===== src/rtl/fetch_queue_if.sv =====
// rtl/fetch_queue_if.sv - fetch front-end bus: imem request/response, branch redirect, decode handshake
interface fetch_queue_if;
    logic [31:0] imem_addr;
    logic        imem_en;
    logic [31:0] imem_data;
    logic        branch_taken;
    logic [31:0] branch_target;
    logic        stall;
    logic [31:0] instr;
    logic [31:0] instr_pc;
    logic        instr_valid;

    // master: the fetch queue itself
    modport master (
        output imem_addr, imem_en, instr, instr_pc, instr_valid,
        input  imem_data, branch_taken, branch_target, stall
    );

    // slave: memory, execute and decode around the fetch queue
    modport slave (
        input  imem_addr, imem_en, instr, instr_pc, instr_valid,
        output imem_data, branch_taken, branch_target, stall
    );
endinterface


===== src/rtl/fetch_queue.sv =====
// rtl/fetch_queue.sv - PC owner, credit-based imem fetch, {word,pc} FIFO to decode; optional FETCH_BYPASS_EN
module fetch_queue #(
    parameter logic [31:0] RESET_PC = 32'h0000_0000,
    parameter logic [31:0] PC_INC   = 32'd4,
    parameter int          DEPTH    = 2
) (
    input  logic          clk,
    input  logic          reset,
    fetch_queue_if.master bus
);
    localparam int PTR_W = $clog2(DEPTH);
    localparam int CNT_W = $clog2(DEPTH + 1);
    localparam int OCC_W = CNT_W + 1;
    typedef logic [OCC_W-1:0] occ_t;

    logic [31:0]      fetch_pc;
    logic             inflight;
    logic [31:0]      inflight_pc;
    logic [31:0]      mem_word [DEPTH];
    logic [31:0]      mem_pc   [DEPTH];
    logic [PTR_W-1:0] rd_ptr;
    logic [PTR_W-1:0] wr_ptr;
    logic [CNT_W-1:0] count;

    logic             head_valid;
    logic             bypass;
    logic             pop;
    logic             pop_fifo;
    logic             push;
    logic             credit;
    occ_t             occ;

    // A response landing in an empty queue may be handed straight to decode
`ifdef FETCH_BYPASS_EN
    assign bypass = (count == '0) & inflight & ~bus.branch_taken;
`else
    assign bypass = 1'b0;
`endif

    // Head selection, handshake and issue credit
    always_comb begin
        head_valid = (count != '0);
        bus.instr_valid = head_valid | bypass;
        if (head_valid) begin
            bus.instr    = mem_word[rd_ptr];
            bus.instr_pc = mem_pc[rd_ptr];
        end else if (bypass) begin
            bus.instr    = bus.imem_data;
            bus.instr_pc = inflight_pc;
        end else begin
            bus.instr    = 32'h0;
            bus.instr_pc = 32'h0;
        end
        pop      = bus.instr_valid & ~bus.stall & ~bus.branch_taken;
        pop_fifo = pop & head_valid;
        // a bypassed word that decode takes never occupies a slot
        push     = inflight & ~bus.branch_taken & ~(bypass & pop);
        // slots already promised (buffered + in flight) minus the one leaving now
        occ      = occ_t'(count) + occ_t'(inflight);
        credit   = occ < (occ_t'(DEPTH) + occ_t'(pop));
        bus.imem_en   = bus.branch_taken | credit;
        bus.imem_addr = bus.branch_taken ? bus.branch_target : fetch_pc;
    end

    // PC, in-flight tracking and FIFO storage; a branch flushes everything
    always_ff @(posedge clk or negedge reset) begin
        if (!reset) begin
            fetch_pc    <= RESET_PC;
            inflight    <= 1'b0;
            inflight_pc <= 32'h0;
            rd_ptr      <= '0;
            wr_ptr      <= '0;
            count       <= '0;
            for (int i = 0; i < DEPTH; i++) begin
                mem_word[i] <= 32'h0;
                mem_pc[i]   <= 32'h0;
            end
        end else if (bus.branch_taken) begin
            fetch_pc    <= bus.branch_target + PC_INC;
            inflight    <= 1'b1;
            inflight_pc <= bus.branch_target;
            rd_ptr      <= '0;
            wr_ptr      <= '0;
            count       <= '0;
        end else begin
            if (push) begin
                mem_word[wr_ptr] <= bus.imem_data;
                mem_pc[wr_ptr]   <= inflight_pc;
                wr_ptr           <= wr_ptr + 1'b1;
            end
            if (pop_fifo) begin
                rd_ptr <= rd_ptr + 1'b1;
            end
            count    <= count + CNT_W'(push) - CNT_W'(pop_fifo);
            inflight <= bus.imem_en;
            if (bus.imem_en) begin
                fetch_pc    <= fetch_pc + PC_INC;
                inflight_pc <= fetch_pc;
            end
        end
    end
endmodule


===== src/flat_wrapper.sv =====
// flat-port wrapper written by rule: the top's interface ports become plain ports
module fetch_queue_flat 
#(
    parameter logic [31:0] RESET_PC = 32'h0000_0000,
    parameter logic [31:0] PC_INC   = 32'd4,
    parameter int          DEPTH    = 2
)
  (clk, reset, bus_imem_addr, bus_imem_en, bus_instr, bus_instr_pc, bus_instr_valid, bus_imem_data, bus_branch_taken, bus_branch_target, bus_stall);
  fetch_queue_if bus_i ();
  input  logic clk;
  input  logic reset;
  output wire logic [$bits(bus_i.imem_addr)-1:0] bus_imem_addr;
  output wire logic [$bits(bus_i.imem_en)-1:0] bus_imem_en;
  output wire logic [$bits(bus_i.instr)-1:0] bus_instr;
  output wire logic [$bits(bus_i.instr_pc)-1:0] bus_instr_pc;
  output wire logic [$bits(bus_i.instr_valid)-1:0] bus_instr_valid;
  input wire logic [$bits(bus_i.imem_data)-1:0] bus_imem_data;
  input wire logic [$bits(bus_i.branch_taken)-1:0] bus_branch_taken;
  input wire logic [$bits(bus_i.branch_target)-1:0] bus_branch_target;
  input wire logic [$bits(bus_i.stall)-1:0] bus_stall;
  assign bus_imem_addr = bus_i.imem_addr;
  assign bus_imem_en = bus_i.imem_en;
  assign bus_instr = bus_i.instr;
  assign bus_instr_pc = bus_i.instr_pc;
  assign bus_instr_valid = bus_i.instr_valid;
  assign bus_i.imem_data = bus_imem_data;
  assign bus_i.branch_taken = bus_branch_taken;
  assign bus_i.branch_target = bus_branch_target;
  assign bus_i.stall = bus_stall;
  fetch_queue #(.RESET_PC(RESET_PC), .PC_INC(PC_INC), .DEPTH(DEPTH)) u_core (.clk(clk), .reset(reset), .bus(bus_i));
endmodule

===== config.mk =====
export PLATFORM = sky130hd
export DESIGN_NAME = fetch_queue_flat
export DESIGN_NICKNAME = d
export VERILOG_FILES = /design/src/rtl/fetch_queue_if.sv /design/src/rtl/fetch_queue.sv /design/src/flat_wrapper.sv
export SDC_FILE = /design/constraint.sdc
export NUM_CORES = 1
export LEC_CHECK = 0
export CAP_MARGIN = 30
export CORE_AREA = 2 2 138 140
export CTS_CLUSTER_DIAMETER = 50
export DETAILED_ROUTE_END_ITERATION = 6
export DIE_AREA = 0 0 140 142
export GPL_TIMING_DRIVEN = 0
export PLACE_DENSITY = 0.79
export SLEW_MARGIN = 15
export SYNTH_ARGS = -nofsm -noshare
export SYNTH_HDL_FRONTEND = slang
export SYNTH_SLANG_ARGS = --single-unit

===== constraint.sdc =====
create_clock -name clk -period 3.3 [get_ports clk]
set_input_delay 0.99 -clock clk [delete_from_list [all_inputs] [get_ports clk]]
set_output_delay 0.99 -clock clk [all_outputs]
set_load 0.02 [all_outputs]

# ---- Word-level counts from Yosys, hierarchy flattened
# Index checks and enable logic that the tools add are counted.
dict set report totals {
  regBits 197
  latchBits 0
  ram_bits 0
  romBits 0
  output_inout_bits 98
  word_cells 60
  mem_count 0
}
dict set report classes {
  add_sub_neg 8
  multipliers 0
  n_div 0
  order_cmp 4
  eq_ne 0
  shifts 0
  n_mux 23
  bitwise 9
  reduce_logical 6
}
# operator n
set op_table {}
lappend op_table {{$mux W32} 14}
lappend op_table {{$bwmux W64} 2}
lappend op_table {{$add A32 B3 Y32 const B} 2}
lappend op_table {{$demux W32 S1} 1}
lappend op_table {{$reduce_bool A2 Y1} 4}
lappend op_table {{$mux W1} 5}
lappend op_table {{$and A1 B1 Y1} 4}
lappend op_table {{$ge A2 B2 Y1 const B} 2}
lappend op_table {{$not A1 Y2} 2}
lappend op_table {{$add A2 B1 Y3} 1}
lappend op_table {{$add A2 B1 Y3 const A} 1}
lappend op_table {{$lt A3 B3 Y1} 1}
lappend op_table {{$add A1 B1 Y1 const B} 2}
lappend op_table {{$add A2 B1 Y2} 1}
lappend op_table {{$lt A2 B1 Y1 const B} 1}
lappend op_table {{$mux W2} 1}
lappend op_table {{$not A1 Y1} 2}
lappend op_table {{$reduce_and A2 Y1} 1}
lappend op_table {{$sub A2 B1 Y2} 1}
lappend op_table {{$logic_and A1 B1 Y1} 1}
lappend op_table {{$or A1 B1 Y1} 1}

# ---- Logic depth before layout (Yosys ltp)
# Gate-level depths: netlist of the first run.
dict set report depth {
  depth_word 8
  ltp_mapped 11
}

# ---- Worst setup path before layout of the first run
# No wires, ideal clock.
dict set report synth_timing {
  path_type {input -> register}
  startpoint {input port bus_branch_taken}
  endpoint {register u_core.fetch_pc[30]}
  t_arrival_ps 3395
  slack_ps -190
  stages 11
  path_buffers 5
  cell_sequence {buf_6 > buf_6 > buf_6 > buf_6 > buf_2 > mux2_2 > ha_1 > o21ai_2 > or4_4 > o31a_1 > o31ai_1}
}
dict set report synth_via {
  elab_chain_len 6
  elab_cells_between_ends 7
}
# item line_no
set synth_lines {}
lappend synth_lines {{from (decl)} flat_wrapper.sv:18} ;# input wire logic [$bits(bus_i.branch_taken)-1:0] bus_branch_taken;
lappend synth_lines {{$not A1 Y1 (no line)} -}
lappend synth_lines {{$and A1 B1 Y1} fetch_queue.sv:54} ;# pop = bus.instr_valid & ~bus.stall & ~bus.branch_taken;
lappend synth_lines {{$add A2 B1 Y3} fetch_queue.sv:60} ;# credit = occ < (occ_t'(DEPTH) + occ_t'(pop));
lappend synth_lines {{$lt A3 B3 Y1} fetch_queue.sv:60}
lappend synth_lines {{$or A1 B1 Y1} fetch_queue.sv:61} ;# bus.imem_en = bus.branch_taken | credit;
lappend synth_lines {{$reduce_bool A2 Y1 (no line)} -}
lappend synth_lines {{to (signal assigned)} fetch_queue.sv:79} ;# fetch_pc <= bus.branch_target + PC_INC;
lappend synth_lines {{to (signal assigned)} fetch_queue.sv:97} ;# fetch_pc <= fetch_pc + PC_INC;
lappend synth_lines {{to (decl)} fetch_queue.sv:16} ;# logic [31:0] fetch_pc;
# Several ways; a longest one is shown, not always the timed one.
# A chain may end at the register's enable or synchronous reset.

# ---- Final worst setup path of the first run
dict set report layout_timing {
  startpoint {input port bus_stall}
  endpoint {output port bus_imem_en}
}
dict set report layout_via {
  elab_chain_len 6
}
# item line_no
set layout_lines {}
lappend layout_lines {{from (decl)} flat_wrapper.sv:20} ;# input wire logic [$bits(bus_i.stall)-1:0] bus_stall;
lappend layout_lines {{$not A1 Y1} fetch_queue.sv:54}
lappend layout_lines {{$and A1 B1 Y1 (2 in a row)} fetch_queue.sv:54}
lappend layout_lines {{$add A2 B1 Y3} fetch_queue.sv:60}
lappend layout_lines {{$lt A3 B3 Y1} fetch_queue.sv:60}
lappend layout_lines {{$or A1 B1 Y1} fetch_queue.sv:61}
lappend layout_lines {{to (decl)} flat_wrapper.sv:13} ;# output wire logic [$bits(bus_i.imem_en)-1:0] bus_imem_en;
# No other way between the ends.

==> results_dict.tcl, run 1 <==
set metrics [dict create \
    pre_cts_ws_ps -1490 \
    post-route-worst-setup-slack_ps 33.14 \
    chipWidth_um 140 \
    worst_setup_path_end_kind "output port" \
    worst_slew_pin_slew_ps 610.3 \
    share_of_synthesized_flip_flops_with_an_asynchronous_set_or_reset 1.000 \
    final_cell_count_no_fill 1285 \
    worst_reg2reg_setup_slack_ps 560 \
    tritoncts "built" \
    crit_family "buffers and inverters" \
    clock.fmax_mhz 306.1 \
    highest_layer "met4" \
    hold_slack_ps 395.4 \
    yosys.area.top_type_share 0.5144 \
    grt_use_total 0.2524 \
    synth_area_mm2 0.009584 \
    post_synth_inst_count 829 \
    setup_repair_after_global_routing_missed_its_margin "false" \
    grt_start_max_net_pins 96 \
    numCtsBuffers 17 \
    final.min_clock_period_ps 3267 \
    power.density_cell_area_mw_per_mm2 1001 \
    final_hold_viol_count 0 \
    top_level_ports 166 \
    cts.path.max_buffers 2 \
    number_of_global_route_vias_before_repair 7673 \
    final.setup_skew_ps 13.77 \
    hold_path.class "input pin to async pin" \
    worst-path-buf-inv 4 \
    first_pass_drt_iterations 7 \
    setup-tns-final_ps 0 \
    place.gp.congestion 0.9053 \
    worstSetupStartpointType "input pin" \
    cts.hold.buffers_added 0 \
    clock_tree.root_cell "clkbuf_16" \
    met2_wirelength_um 11630 \
    num_antenna_cells 0 \
    vias 7391 \
    antenna_violating_nets_post_route 0 \
    port_buffers 165 \
    synth.top_cells.by_area "dfrtp_1, mux2_2, mux2i_1" \
    fin_crit_sh 0.9900 \
    insertion_delay_ps 440 \
    vdd.ir_drop.worst_uv 470.0 \
    antenna_found_initial 0 \
    path_class "input pin to output port" \
    failed_checks "design-rule violations" \
    post_synth_num_cell_types 55 \
    met3RoutedLength_um 1687 \
    drc 15 \
    placedCellCount 1230 \
    dp_hpwl_um 16780 \
    synth_largest_area_cell "dfrtp_1" \
    synth_seq_area_share 0.5144 \
    leakagePower_nw 5.459 \
    floorplan.initialDensity 0.5193 \
    layout.core_utilization 0.6972 \
    path_cells "clkdlybuf4s50_1 > o41a_1 > buf_4 > clkinv_8 > buf_8" \
    data_arrival_time_of_the_critical_path_ps 2280 \
    yosys_most_used_dff "dfrtp_1" \
    report.final.slew_viol_count 0 \
    synth.avg_cell_area_um2 11.56 \
    drive_above_1_share 0.2797 \
    post_drt_wl_per_cell_um 18.94 \
    floorplan.die_area_mm2 0.01988 \
    synth_edf_count 0 \
    postSynthRegisterBits 197 \
    outcome "finished, violations left" \
    route.final.wire_length_um 24340 \
    sink_count 197 \
    ys.warnings.count 0 \
    path_max_fanout 21 \
    via_density 5.752 \
    gr-total-overflow 0 \
    fp.dieH_um 142 \
    slowest_delay_ps 480 \
    cts.htree.levels 4 \
    endpoints_failing_setup 0 \
    layout_overhead_on_the_synthesized_area_pct 34.26 \
    design.core.area_mm2 0.01846 \
    timing.slew.headroom 0.5931 \
    fin_nets 1111 \
    drt_first_iter_violations 451 \
    clock_edge_transition_at_the_registers_on_the_reported_setup_and_hold_paths_ps 70 \
    wire_length_of_the_first_global_routing_pass_um 39560 \
    met1Wirelength_um 10250 \
    critical_path_required_ps 2310 \
    placement_rows 50 \
    cp_slowest_cell "clkdlybuf4s50_1" \
    drv.max_cap_violation_count 0 \
    syn_nets 902 \
]
-- cells in the mapped netlist, drive strengths merged (2+ instances only) --
master	instances
a21oi	41
nor2b	6
nor3	14
nand2	28
nor4	3
mux2i	91
nand3	14
o21ai	6
nor2	115
a211oi	2
nand3b	10
o31ai	8
mux2	141
and4	2
dfrtp	197
nand4	6
clkbuf	24
and3	4
and2	2
o31a	2
xnor2	16
a22o	4
and3b	2
o21a	8
and4b	2
nand2b	2
buf	24
ha	5
xor2	2
nand4b	3
inv	29
a22oi	3
-- layer usage --
metal / global-route usage / vias to the layer above
li1: - / 3333
met1: 0.3337 / 3666
met2: 0.4104 / 324
met3: 0.04778 / 68
met4: 0.1122 / 0
met5: 0 / -
-- report_power, final --
part | total, mW | switching, mW | internal (mW) | leakage [nW]
clock network | 2.22 | 0.988 | 1.23 | 0.309
logic | 6.14 | 3.12 | 3.02 | 2.83
registers | 4.51 | 0.861 | 3.65 | 2.32
-- sequential cells by signal, indices dropped and copies added, names as in the netlist --
register,count
u_core.wr_ptr,1
u_core.inflight_pc,32
u_core.count,2
u_core.inflight,1
u_core.rd_ptr,1
u_core.mem_word,64
u_core.mem_pc,64
u_core.fetch_pc,32
-- cell families (layout without fill, tap and decap cells) --
logic type,count (synthesis),after routing,synth area share
fa+ha+maj,5,5,0.006527
xor+xnor,18,18,0.01645
simple gates,216,216,0.1061
buf+inv,77,299,0.03525
flops,197,197,0.5144
mux,232,232,0.2607
compound gates,84,84,0.06057
-- layout make-up --
type	instances	area [um2]
Buffer	44	332.8
Clock buffer	17	425.4
Timing Repair Buffer	194	1919
Clock inverter	15	211.5
Tap cell	234	292.8
Sequential cell	197	4930
Fill cell	1300	5588
Multi-Input combinational cell	555	4634
Inverter	29	121.4
-- path summary, 6_finish.rpt --
| kind | from | depth (start not counted) | to |
|---|---|---|---|
| min in group clk | u_core.mem_pc[19] | 1 | u_core.mem_pc[19] |
| hold / removal | reset | 1 | u_core.fetch_pc[8] |
| setup reg to reg | u_core.count[0] | 9 | u_core.inflight_pc[4] |
| hold reg to reg | u_core.mem_pc[19] | 1 | u_core.mem_pc[19] |
| max in group asynchronous | reset | 3 | u_core.mem_word[18] |
| setup / recovery | bus_stall | 5 | bus_imem_en |
-- cells in the final DEF, fill, tap and decap left out, types with 5 or more instances in the layout --
cell type	Yosys	final
buf_2	12	22
xnor2_1	16	16
nand2_1	28	28
o31ai_1	8	8
nor2b_1	6	5
nand4_1	6	6
nand3_1	14	14
a21oi_1	41	39
nor2_1	115	114
mux2i_1	91	68
buf_12	0	6
nor3_1	14	14
dlygate4sd2_1	0	10
clkbuf_1	24	14
nand3b_1	10	10
mux2i_4	0	19
o21a_1	8	8
mux2_2	141	137
buf_4	1	32
clkbuf_16	0	18
clkdlybuf4s50_1	0	126
inv_1	28	27
dfrtp_1	197	197
o21ai_0	5	5
-- worst register-to-register path, cell delays in order (launching register included) --
cell      delay [ps]
dfrtp_1          420
ha_1             220
ha_1             190
o41a_1           410
buf_4            180
clkinv_8         110
buf_4            190
buf_2            290
buf_1            470
a21oi_1          150
-- through the flow --
| step | total power [mW] | instance area, um2 |
|---|---|---|
| floorplan | 8.055 | 9614 |
| global placement | 10.16 | 11560 |
| detailed placement | 10.37 | 11620 |
| CTS | 12.85 | 12810 |
| global route | 13.63 | 12870 |
| finish | 12.88 | 12870 |
-- timing repair --
item	4_1_cts	5_1_grt
endpoints found under the hold margin	0	0
pin swaps	2	0
gates cloned	3	0
setup buffers	18	6
setup endpoints to repair	102	53
resized for setup	209	20
No activity file was read; power rests on OpenSTA's default activity.
==> run 2, diff against run 1 <==
SLEW_MARGIN = 20   (was 15)
==> results of run 2 <==
The final DEF is identical to that of run 1; final timing and power are the same.
